<file path="src/rtl/filt_cfg_ctrl.sv">
`default_nettype none
// ============================================================================
// Module      : filt_cfg_ctrl
// Description : Configuration and readout sequencer for the filter pipeline.
//               Loads a 5x5 FIR kernel into a shadow bank and commits it at
//               frame start; drains the luminance histogram over a
//               ready/saved handshake at each frame start, then clears it.
// Revision    : 1.0 - initial release
// ============================================================================
module filt_cfg_ctrl #(
    parameter int COEF_NUM = 25,
    parameter int COEF_W   = 16,
    parameter int BIN_NUM  = 256,
    parameter int BIN_W    = 16,
    parameter int POL_VS   = 1
) (
    input  logic                         clk,
    input  logic                         rst,
    input  logic                         vs_i,
    input  logic                         fir_coef_write,
    input  logic [COEF_W-1:0]            fir_coef_data,
    output logic [COEF_NUM*COEF_W-1:0]   coef_o,
    output logic                         coef_commit_o,
    output logic                         coef_err_o,
    output logic                         hist_rd_en_o,
    output logic [$clog2(BIN_NUM)-1:0]   hist_rd_addr_o,
    input  logic [BIN_W-1:0]             hist_rd_data_i,
    output logic                         hist_clr_o,
    output logic [BIN_W-1:0]             hist_bin_data,
    output logic                         hist_bin_ready,
    input  logic                         hist_bin_saved,
    output logic                         hist_busy_o,
    output logic                         hist_ovr_o,
    input  logic                         err_clr_i
);

    localparam int ADDR_W = $clog2(BIN_NUM);
    localparam int IDX_W  = $clog2(COEF_NUM + 1);
    localparam int BANK_W = COEF_NUM * COEF_W;
    localparam logic [IDX_W-1:0]  IDX_FULL   = IDX_W'(COEF_NUM);
    localparam logic [ADDR_W-1:0] ADDR_LAST  = ADDR_W'(BIN_NUM - 1);
    // Identity kernel: only the centre tap is 1.
    localparam logic [BANK_W-1:0] COEF_IDENT = BANK_W'(1) << ((COEF_NUM / 2) * COEF_W);

    typedef enum logic [2:0] {
        S_IDLE = 3'd0,
        S_RD   = 3'd1,
        S_WAIT = 3'd2,
        S_PRES = 3'd3,
        S_CLR  = 3'd4
    } hist_state_t;

    logic              vs_n;
    logic              vs_q;
    logic              fs;
    logic [IDX_W-1:0]  idx;
    logic [BANK_W-1:0] shadow;
    logic              coef_err_set;
    hist_state_t       state;
    hist_state_t       state_nxt;
    logic [ADDR_W-1:0] addr;

    // Normalise sync polarity; frame start is the rising edge of vs_n.
    assign vs_n = (POL_VS != 0) ? vs_i : ~vs_i;
    assign fs   = vs_n & ~vs_q;

    // Delayed sync for edge detection; 0 after reset so a high sync at
    // release is treated as a frame start.
    always_ff @(posedge clk or negedge rst) begin
        if (!rst) begin
            vs_q <= 1'b0;
        end else begin
            vs_q <= vs_n;
        end
    end

    // Error events: a partial bank at frame start, or a write into a full
    // bank that is not rescued by a coincident frame start.
    always_comb begin
        coef_err_set = 1'b0;
        if (fs && (idx != '0) && (idx != IDX_FULL)) begin
            coef_err_set = 1'b1;
        end
        if (!fs && fir_coef_write && (idx == IDX_FULL)) begin
            coef_err_set = 1'b1;
        end
    end

    // Shadow loading and atomic commit; the frame-start action is applied
    // before a coincident write, which then lands at index 0.
    always_ff @(posedge clk or negedge rst) begin
        if (!rst) begin
            idx           <= '0;
            shadow        <= '0;
            coef_o        <= COEF_IDENT;
            coef_commit_o <= 1'b0;
            coef_err_o    <= 1'b0;
        end else begin
            coef_commit_o <= fs && (idx == IDX_FULL);
            coef_err_o    <= coef_err_set | (coef_err_o & ~err_clr_i);
            if (fs && (idx == IDX_FULL)) begin
                coef_o <= shadow;
            end
            if (fs) begin
                if (fir_coef_write) begin
                    shadow[0 +: COEF_W] <= fir_coef_data;
                    idx                 <= IDX_W'(1);
                end else begin
                    idx <= '0;
                end
            end else if (fir_coef_write && (idx != IDX_FULL)) begin
                shadow[int'(idx) * COEF_W +: COEF_W] <= fir_coef_data;
                idx                                  <= idx + 1'b1;
            end
        end
    end

    // Dump state, bin address, presented data and the overrun flag.
    always_ff @(posedge clk or negedge rst) begin
        if (!rst) begin
            state         <= S_IDLE;
            addr          <= '0;
            hist_bin_data <= '0;
            hist_ovr_o    <= 1'b0;
        end else begin
            state <= state_nxt;
            if ((state == S_IDLE) && fs) begin
                addr <= '0;
            end else if ((state == S_PRES) && hist_bin_saved && (addr != ADDR_LAST)) begin
                addr <= addr + 1'b1;
            end
            if (state == S_WAIT) begin
                hist_bin_data <= hist_rd_data_i;
            end
            hist_ovr_o <= (fs && (state != S_IDLE)) | (hist_ovr_o & ~err_clr_i);
        end
    end

    // Next-state and handshake/memory outputs of the dump sequencer.
    always_comb begin
        state_nxt      = state;
        hist_rd_en_o   = 1'b0;
        hist_rd_addr_o = addr;
        hist_bin_ready = 1'b0;
        hist_clr_o     = 1'b0;
        hist_busy_o    = 1'b1;
        case (state)
            S_IDLE: begin
                hist_busy_o = 1'b0;
                if (fs) begin
                    state_nxt = S_RD;
                end
            end
            S_RD: begin
                hist_rd_en_o = 1'b1;
                state_nxt    = S_WAIT;
            end
            S_WAIT: begin
                state_nxt = S_PRES;
            end
            S_PRES: begin
                hist_bin_ready = 1'b1;
                if (hist_bin_saved) begin
                    state_nxt = (addr == ADDR_LAST) ? S_CLR : S_RD;
                end
            end
            S_CLR: begin
                hist_clr_o = 1'b1;
                state_nxt  = S_IDLE;
            end
            default: begin
                state_nxt = S_IDLE;
            end
        endcase
    end

endmodule
`default_nettype wire

</file>
<file path="config.mk">
export PLATFORM = sky130hd
export DESIGN_NAME = filt_cfg_ctrl
export DESIGN_NICKNAME = d
export VERILOG_FILES = /design/src/rtl/filt_cfg_ctrl.sv
export SDC_FILE = /design/constraint.sdc
export NUM_CORES = 1
export LEC_CHECK = 0
export CORE_ASPECT_RATIO = 0.75
export CORE_UTILIZATION = 50
export DETAILED_ROUTE_END_ITERATION = 12
export PLACE_DENSITY_LB_ADDON = 0.25
export SYNTH_ARGS = -nofsm -noshare
export SYNTH_HDL_FRONTEND = slang
export SYNTH_SLANG_ARGS = --single-unit
export TNS_END_PERCENT = 1
</file>
<file path="constraint.sdc">
create_clock -name clk -period 4.6 [get_ports clk]
set_clock_uncertainty 0.2 [all_clocks]
set_input_delay 1.15 -clock clk [delete_from_list [all_inputs] [get_ports clk]]
set_output_delay 1.15 -clock clk [all_outputs]
set_load 0.01 [all_outputs]
</file>
==> impl_results.md, run 1 <==
- H-Tree Depth: 3
- Req. time, crit path: 4900 ps
- Antenna-violating nets left: 0
- Cts repair resizes: 0
- PwrDens: 421 nW/um^2
- First-pass GRT wire length: 127000 um
- Cells after synthesis: 2148
- Achievable Freq: 251 MHz
- DR pass1 iterations: 5
- GRT overflow: 0
- DRC errors left: 0
- Row count: 80
- Initial drt markers: 1100
- Vias in the first global route: 20300
- Initial antenna violation count: 6
- Max_cap viols: 0
- Via-to-Cell Ratio: 5.43
- Largest fanout on the critical path: 16
- Largest area contributor in the netlist: dfrtp_1
- Core area: 63700 sq um
- Slew Viols, Final: 0
- Critical path class: flop to flop
- R2r setup slk: 620 ps
- Vias post-DR: 19300
- Worst EP arrival: 4280 ps
- Post-synth top area share: 0.647
- YS warnings: 0
- CP top delay family: simple AND/OR/NAND/NOR gates
- Post-synth EDFFs: 0
- Sequential share of the synthesized area: 0.648
- CTS max path bufs: 3
- Fillers: 4685
- Fin nets: 2676
- Most frequent cell after synthesis: dfrtp_1
- Worst skew pair latency: 610 ps
- CP Cell Sequence: inv_1 -> ha_1 -> nand2b_1 -> nor2_1 -> ha_1 -> nor3b_1 -> and3_1 -> nand2_1 -> mux2_2
- Ys flop type: dfrtp_1
- Most used cell, CP: ha_1
- Library cells used by synthesis: 55
- Number of synthesized register bits: 836
- Drt wl/cell: 23.5 um
- Final Wtd Congestion: 0.855
- Synth area leaders: dfrtp_1, mux2_2, nand3_1
- Most instantiated cells after synthesis: dfrtp_1, mux2_2, clkbuf_1, nand3_1, inv_1
- Storage element area: 20900 sq um
- Leakage: 0.0198 uW
- Hold Crit Class: flop to flop
- Clk slew on worst S/H paths: 70 ps
- Crit start category: flop
- Endpoints failing hold: 0
- Final setup fails: 0
- Final core utilization: 0.640
- Synth Cell Area: 32300 sq um
- CTS tree: yes
- Slowest CP cell: dfrtp_1
- Final wirelength: 83600 um
- DIE AREA: 65600 sq um
- Final HPWL DP: 53700 um
- Status: complete, no violations
- Crit. End Element: flop
- RSZ-0062 raised after global routing: no
- Root Driver: clkbuf_16
- Largest net degree at the start of global routing: 145
- Critical path's largest stage delay: 700 ps
- TritonCTS buffer count: 79
- Layout cells sized above 1: 0.353
- Post-synth ARST share: 1.00
- Io pins: 469
- Syn Nets: 2191
- CTS Hold Bufs: 0
- Clock sinks: 836
- Initial Util: 0.507
- Final period utilization: 0.865
- Tmin final: 3980 ps
- Area of the multi-input gates: 10600 sq um
- Max IR drop VDD: 0.315 mV
- PortBufs: 468
- Synthesized area per cell: 15.0 sq um
- Worst Tran Pin Value: 1250 ps
- DIE WIDTH: 295 um
- CP bufs+invs: 1
- Final setup TNS: 0 ps
- Setup bufs post-CTS: 0
- Max transition margin: 0.164
- Total track usage: 0.258
- Die Ht: 222 um
- Area delta synth->final: 26.3%
path summary, 6_finish.rpt:
check / from / endpoint / depth (start not counted)
worst max-delay path: idx[0] / shadow[307] / 9
worst min-delay path: shadow[153] / shadow[153] / 2
max in group asynchronous: rst / coef_o[276] / 2
worst max register to register: idx[0] / shadow[307] / 9
worst min register to register: shadow[153] / shadow[153] / 2
min in group asynchronous: rst / hist_bin_data[5] / 1
sequential cells by signal, summed over array words and instances (netlist names):
signal and flops:
coef_o 400, shadow 400, hist_bin_data 16, hist_rd_addr_o 8, idx 5, state 3
coef_commit_o 1, coef_err_o 1, hist_ovr_o 1, vs_q 1
logic make-up (layout without fill, tap and decap cells):
group                    after synthesis  after routing  synth area share
XOR/XNOR                              11             11           0.00345
other                                  0              3                 0
multiplexers                         737            737             0.261
AND/OR/NAND/NOR                      269            269            0.0451
adder cells (fa/ha/maj)                5              5           0.00194
buffers and inverters                201            746            0.0258
AO/OA/AOI/OAI                         89             89            0.0150
flip-flops                           836            836             0.648
power breakdown:
| group | leakage, uW | switching (uW) | internal [uW] |
|---|---|---|---|
| Clock | 0.00129 | 2820 | 3750 |
| Combinational | 0.00733 | 890 | 1020 |
| Sequential | 0.0111 | 508 | 8190 |
per-layer routing:
layer | wire length [um] | GRT usage
met5 | 0 | 0
met4 | 2410 | 0.0894
met3 | 5130 | 0.0531
met2 | 40400 | 0.413
met1 | 35700 | 0.352
worst min-delay path: cells and delay by family, from the launching register on:
family / cells / cell delay, ps
AND/OR/NAND/NOR: 2 / 100
flip-flops: 1 / 340
final cells by class:
class | count | share of cell area
diodes | 3 | 0.000184
flip-flops and latches | 836 | 0.513
well taps | 861 | 0.0264
multi-input cells | 1111 | 0.259
clock inverters | 27 | 0.00755
repair buffers | 533 | 0.130
inverters | 72 | 0.00663
clock buffers | 114 | 0.0567
layout by cell type, fill, tap and decap left out, types with 3 or more instances in the layout:
master / count
clkinv_4: 3
ha_1: 5
clkinv_2: 13
mux2i_1: 3
and3_1: 4
nand4_1: 4
nand3_1: 92
clkbuf_16: 81
nand2b_1: 4
dfrtp_1: 835
mux2_1: 10
buf_12: 15
inv_1: 72
mux2_4: 30
bufinv_16: 4
nand2_1: 46
nor3_1: 3
mux2_2: 694
buf_2: 16
diode_2: 3
nor3b_1: 3
xnor2_1: 5
and4_1: 7
clkdlybuf4s50_1: 451
clkbuf_1: 17
o21ai_0: 71
a21oi_1: 3
nor3_4: 4
clkbuf_8: 16
nor2_1: 35
xor2_1: 4
nor2b_1: 3
buf_4: 50
and2_1: 46
stage by stage:
stage	hold WS, ps	instances	power (uW)	setup WS (ps)	cell area, sq um
floorplan	233	2148	9810	1340	32300
global placement	244	3413	10600	581	38100
detailed placement	254	3413	10700	513	38100
CTS	269	3554	17300	699	40700
global route	287	3554	17800	422	40700
finish	261	3557	17200	620	40800
Note: power is estimated with default switching activity, not from simulation.
==> run 2: changes to the inputs <==
--- a/config.mk
+++ b/config.mk
@@ -8,6 +8,7 @@
 export CORE_ASPECT_RATIO = 0.75
 export CORE_UTILIZATION = 50
 export DETAILED_ROUTE_END_ITERATION = 12
+export GPL_ROUTABILITY_DRIVEN = 0
 export PLACE_DENSITY_LB_ADDON = 0.25
 export SYNTH_ARGS = -nofsm -noshare
 export SYNTH_HDL_FRONTEND = slang
==> results of run 2 <==
No change in the layout: final DEF, timing and power equal those of run 1.
